==> src/rtl/rally_pkg.sv <==
// Shared types and constants for the table-tennis rally sequencer.
// Positions run from the player A end (POS_A) to the player B end (POS_B).
package rally_pkg;

    localparam int POS_A = 0;
    localparam int POS_B = 5;

    typedef enum logic [2:0] {
        S_IDLE,
        S_SERVE,
        S_TO_B,
        S_TO_A,
        S_POINT,
        S_OVER
    } rally_st_t;

    typedef enum logic {
        PL_A,
        PL_B
    } player_t;

endpackage

==> src/rtl/rise_det.sv <==
// Single-register rising-edge detector for a debounced button level.
// A held button yields exactly one pulse.
module rise_det (
    input  logic clk,
    input  logic rst,
    input  logic din,
    output logic rise
);

    logic din_p0;

    always_ff @(posedge clk) begin
        if (rst) begin
            din_p0 <= 1'b0;
        end else begin
            din_p0 <= din;
        end
    end

    assign rise = din & ~din_p0;

endmodule

==> src/rtl/rally_ctrl.sv <==
// Table-tennis game sequencer: ball movement, serves, returns, misses,
// scoring and winner detection. All outputs are registered.
module rally_ctrl
    import rally_pkg::*;
#(
    parameter int NPOS       = POS_B + 1,
    parameter int SCORE_W    = 4,
    parameter int WIN_SCORE  = 11,
    parameter int HOLD_TICKS = 2
) (
    input  logic               clk,
    input  logic               rst,
    input  logic               tick,
    input  logic               start,
    input  logic               hit_a,
    input  logic               hit_b,
    output logic               on,
    output logic [2:0]         state,
    output logic               lost_a,
    output logic               lost_b,
    output logic [SCORE_W-1:0] score_a,
    output logic [SCORE_W-1:0] score_b,
    output logic               game_over
);

    localparam logic [2:0]         POS_FIRST = 3'(POS_A);
    localparam logic [2:0]         POS_LAST  = 3'(NPOS - 1);
    localparam logic [SCORE_W-1:0] WIN       = SCORE_W'(WIN_SCORE);
    localparam logic [7:0]         HOLD_LAST = 8'(HOLD_TICKS - 1);

    rally_st_t          fsm_q, fsm_n;
    player_t            server_q, server_n;
    player_t            scorer_q, scorer_n;
    logic [2:0]         pos_q, pos_n;
    logic [SCORE_W-1:0] score_a_q, score_a_n;
    logic [SCORE_W-1:0] score_b_q, score_b_n;
    logic               lost_a_q, lost_a_n;
    logic               lost_b_q, lost_b_n;
    logic [7:0]         hold_q, hold_n;
    logic               on_q, on_n;
    logic               over_q, over_n;
    logic               rise_a, rise_b;

    function automatic logic [SCORE_W-1:0] sat_inc(input logic [SCORE_W-1:0] v);
        return (v >= WIN) ? WIN : v + 1'b1;
    endfunction

    rise_det u_rise_a (.clk(clk), .rst(rst), .din(hit_a), .rise(rise_a));
    rise_det u_rise_b (.clk(clk), .rst(rst), .din(hit_b), .rise(rise_b));

    always_comb begin
        fsm_n     = fsm_q;
        server_n  = server_q;
        scorer_n  = scorer_q;
        pos_n     = pos_q;
        score_a_n = score_a_q;
        score_b_n = score_b_q;
        lost_a_n  = lost_a_q;
        lost_b_n  = lost_b_q;
        hold_n    = hold_q;

        case (fsm_q)
            S_IDLE: begin
                if (start) begin
                    fsm_n     = S_SERVE;
                    server_n  = PL_A;
                    pos_n     = POS_FIRST;
                    score_a_n = '0;
                    score_b_n = '0;
                    lost_a_n  = 1'b0;
                    lost_b_n  = 1'b0;
                end
            end
            S_SERVE: begin
                pos_n = (server_q == PL_A) ? POS_FIRST : POS_LAST;
                if (server_q == PL_A && rise_a) begin
                    fsm_n = S_TO_B;
                end else if (server_q == PL_B && rise_b) begin
                    fsm_n = S_TO_A;
                end
            end
            S_TO_B: begin
                // At the B end the window is open; a return beats a same-cycle tick.
                if (pos_q == POS_LAST) begin
                    if (rise_b) begin
                        fsm_n = S_TO_A;
                    end else if (tick) begin
                        fsm_n     = S_POINT;
                        score_a_n = sat_inc(score_a_q);
                        lost_b_n  = 1'b1;
                        scorer_n  = PL_A;
                        hold_n    = '0;
                    end
                end else if (tick) begin
                    pos_n = pos_q + 3'd1;
                end
            end
            S_TO_A: begin
                if (pos_q == POS_FIRST) begin
                    if (rise_a) begin
                        fsm_n = S_TO_B;
                    end else if (tick) begin
                        fsm_n     = S_POINT;
                        score_b_n = sat_inc(score_b_q);
                        lost_a_n  = 1'b1;
                        scorer_n  = PL_B;
                        hold_n    = '0;
                    end
                end else if (tick) begin
                    pos_n = pos_q - 3'd1;
                end
            end
            S_POINT: begin
                if (tick) begin
                    if (hold_q == HOLD_LAST) begin
                        lost_a_n = 1'b0;
                        lost_b_n = 1'b0;
                        if (scorer_q == PL_A) begin
                            if (score_a_q == WIN) begin
                                fsm_n    = S_OVER;
                                lost_b_n = 1'b1;
                            end else begin
                                fsm_n    = S_SERVE;
                                server_n = PL_B;
                                pos_n    = POS_LAST;
                            end
                        end else begin
                            if (score_b_q == WIN) begin
                                fsm_n    = S_OVER;
                                lost_a_n = 1'b1;
                            end else begin
                                fsm_n    = S_SERVE;
                                server_n = PL_A;
                                pos_n    = POS_FIRST;
                            end
                        end
                    end else begin
                        hold_n = hold_q + 8'd1;
                    end
                end
            end
            S_OVER: begin
            end
            default: fsm_n = S_IDLE;
        endcase

        // Dropping the enable switch abandons the game but keeps the scores visible.
        if (fsm_q != S_IDLE && !start) begin
            fsm_n    = S_IDLE;
            lost_a_n = 1'b0;
            lost_b_n = 1'b0;
        end

        on_n   = (fsm_n != S_IDLE);
        over_n = (fsm_n == S_OVER);
    end

    always_ff @(posedge clk) begin
        if (rst) begin
            fsm_q     <= S_IDLE;
            server_q  <= PL_A;
            scorer_q  <= PL_A;
            pos_q     <= POS_FIRST;
            score_a_q <= '0;
            score_b_q <= '0;
            lost_a_q  <= 1'b0;
            lost_b_q  <= 1'b0;
            hold_q    <= '0;
            on_q      <= 1'b0;
            over_q    <= 1'b0;
        end else begin
            fsm_q     <= fsm_n;
            server_q  <= server_n;
            scorer_q  <= scorer_n;
            pos_q     <= pos_n;
            score_a_q <= score_a_n;
            score_b_q <= score_b_n;
            lost_a_q  <= lost_a_n;
            lost_b_q  <= lost_b_n;
            hold_q    <= hold_n;
            on_q      <= on_n;
            over_q    <= over_n;
        end
    end

    assign on        = on_q;
    assign state     = pos_q;
    assign lost_a    = lost_a_q;
    assign lost_b    = lost_b_q;
    assign score_a   = score_a_q;
    assign score_b   = score_b_q;
    assign game_over = over_q;

endmodule

==> config.mk <==
export PLATFORM = sky130hd
export DESIGN_NAME = rally_ctrl
export DESIGN_NICKNAME = d
export VERILOG_FILES = /design/src/rtl/rally_pkg.sv /design/src/rtl/rise_det.sv /design/src/rtl/rally_ctrl.sv
export SDC_FILE = /design/constraint.sdc
export NUM_CORES = 1
export LEC_CHECK = 0
export ABC_AREA = 1
export BUFFER_PORTS_ARGS = -buffer_cell sky130_fd_sc_hd__buf_2
export CAP_MARGIN = 25
export CORE_MARGIN = 2
export CORE_UTILIZATION = 50
export CTS_CLUSTER_SIZE = 28
export DETAILED_ROUTE_END_ITERATION = 12
export PLACE_DENSITY = 0.74
export SLEW_MARGIN = 20
export SYNTH_ARGS = -nofsm -noshare
export SYNTH_HDL_FRONTEND = slang
export SYNTH_SLANG_ARGS = --single-unit
==> constraint.sdc <==
create_clock -name clk -period 4.4 [get_ports clk]
set_input_delay 0.22 -clock clk [delete_from_list [all_inputs] [get_ports clk]]
set_output_delay 0.22 -clock clk [all_outputs]
set_load 0.005 [all_outputs]
==> out/metrics.cfg <==
[status]
run_status=finished clean

[setup_path]
cp-end-kind=register
r2r_slack_ps=2600
path_cells=inv_2 -> nor2_8 -> fa_1 -> nand2_1 -> nand3_1 -> nand2_1 -> nor2_1
critPathLaunchType=register
cp.arrival_ps=1980
cp_slowest_stage_delay_ps=560
crit_fanout=9
required_ps=4580
cp_common_cell=nand2_1
slowest_stage=dfxtp_1
critPathKind=reg2reg

[global_routing]
grt.met2_usage_pct=35.3
grt_pass1_vias=1745
grt_use_met3_pct=5.10
grt_pass1_wl_mm=7.99
grt_busiest_layer=met2
grt_overflow=0
grtUsageMet1_pct=31.7
antenna_found_initial=0
grtUsageTotal_pct=23.1
grt_max_degree=14

[synth]
synth_fa_ha_area_share_pct=3.42
synth_xor_area_share_pct=0.855
ys.warnings.count=0
synth_fp_nets=335
postSynthCellCount=324
synth_cell_type_count=34
synth_most_common_cell=nand2_1
seq_area_frac_synth_pct=29.3
ys_top_cells_by_count=nand2_1, nor2_1, inv_1
yosys_most_used_dff=dfxtp_1
synth_mux_area_share_pct=0
netlist_area_um2=2050
ys_ff_latch=30
synth-compound-area-share_pct=12.6
async_flop_share_pct=0
synth_edf_count=0
syn_avg_cell_area_um2=6.33
yosys-top-cells-area=dfxtp_1, nand2_1, nor2_1
yosys.area_share.simple_pct=44.3
yosysTopAreaCell=dfxtp_1
synth_top_family_by_area=simple AND/OR/NAND/NOR gates
netlist.area_leader.share_pct=29.3

[floorplanning]
initial_core_util_pct=51.6
fp.dieW_um=68.0
fp.dieH_um=68.0
core_um2=3970
num_rows=23
die-area_um2=4630
ioPinCount=21

[clock_network]
cts_tree=yes
cts_max_level=2
clk_latency_ps=280
postCtsSetupBuffers=0
ctsHoldBuffers=0
clock_sinks=30
cts_resized=0
cts_root_buf=clkbuf_8
clockBufferDepth=2
path_clk_slew_ps=60
cts_buffers=5

[drt]
vias=2026
viasPerCell=5.12
ant_nets=0
drt_first_pass_iters=4
routed_wl_mm=4.70
drt_iter0_markers=113
drc=0
routedWlPerCell_um=11.9

[placement]
place_ws_ps=2630
dpl.hpwl_mm=3.66
gp_congestion=0.949
dp.cells=390
io_buffers=20
place_area_um2=2180

[timing]
setup_slack_ps=2600
finalHoldViolations=0
period_share_pct=40.9
maxSlewViolCount=0
tns_ps=0
clock_skew_ps=4.20
rsz0062_at_grt=no
fmax_mhz=555
worstMarginPinSlew_ps=399
final-setup-viol-count=0
min_period_ps=1800
fin_hold_ws_ps=152
relSlewSlack_pct=73.4

[finish]
fin_util_pct=57.1
fillers=389
drive_gt1_share_pct=18.2
n_antenna_cell=0
syn_to_final_growth_pct=10.6
fin_nets=358
final_cells=396
design_area_um2=2270

[pwr]
p_sw_share_pct=39.8
p_per_area_nw_per_um2=405
switching_power_uw=366
leakage_nw=1.11
pwr-share-clk_pct=23.8
total_power_uw=918
ir_drop_mv=0.236
p_seq_share_pct=38.8
combPwrFrac_pct=37.5
intPower_uw=552

[flow_run]
cap_violations=0

[min_path]
hold_path_class=in2reg

-- layout make-up --
class                   count  area [um^2]  area share, %
multi-input cells         247         1250           55.4
flip-flops and latches     30          601           26.5
inverters                  43          166           7.34
repair buffers             20          100           4.42
clock buffers               6         82.6           3.64
well taps                  50         62.6           2.76
-- registers in the layout (all words and copies together), names as in the netlist --
name and cells:
fsm_q 3, u_rise_b.din_p0 1, scorer_q 1, server_q 1, lost_a 1, state 3, on 1, lost_b 1
score_a 4, score_b 4, u_rise_a.din_p0 1, game_over 1, hold_q 8
-- path summary, 6_finish.rpt --
| path | from | depth (start not counted) | end |
|---|---|---|---|
| hold / removal | hit_b | 3 | u_rise_b.din_p0 |
| hold reg to reg | lost_a | 2 | lost_a |
| setup / recovery | fsm_q[0] | 7 | state[1] |
| setup reg to reg | fsm_q[0] | 7 | state[1] |
-- logic make-up after synthesis --
kind of cell | Yosys count
fa+ha+maj | 5
flops | 30
xor+xnor | 2
buf+inv | 47
compound gates | 43
simple gates | 197
-- layout by cell type (no fill, tap or decap), types with 2 or more instances in the layout --
cell type  instances
buf_2             20
nand3_2            3
dfxtp_1           30
ha_1               4
nand3_1           25
inv_2              5
nand2_2            7
a21oi_1           20
nand2_4            3
nor2_2             3
nand2_1           91
nor2_1            52
nor2_4             4
o21ai_0           10
nand4_1            4
inv_1             36
clkbuf_8           6
a21oi_2            4
inv_4              2
o21bai_1           2
o21ai_2            3
nor3_1             2
-- power groups by stage --
| stage | combinational, mW | sequential (mW) | clock, mW |
|---|---|---|---|
| 2_1_floorplan | 0.266 | 0.352 | 0 |
| 3_3_place_gp | 0.342 | 0.361 | 0 |
| 3_5_place_dp | 0.343 | 0.361 | 0 |
| 4_1_cts | 0.344 | 0.355 | 0.226 |
| 5_1_grt | 0.397 | 0.362 | 0.238 |
| 6_report | 0.344 | 0.356 | 0.218 |
-- per-layer routing --
layer | vias up | wire [um]
met5 | - | 0
met4 | 0 | 68
met3 | 7 | 200
met2 | 41 | 2180
met1 | 909 | 2260
li1 | 1069 | -
-- critical path, delay by kind of cell (launching register included) --
family,cells,cell delay (ps)
fa+ha+maj,1,450
flops,1,560
buf+inv,1,170
simple gates,5,520
No activity file was read; power rests on OpenSTA's default activity.
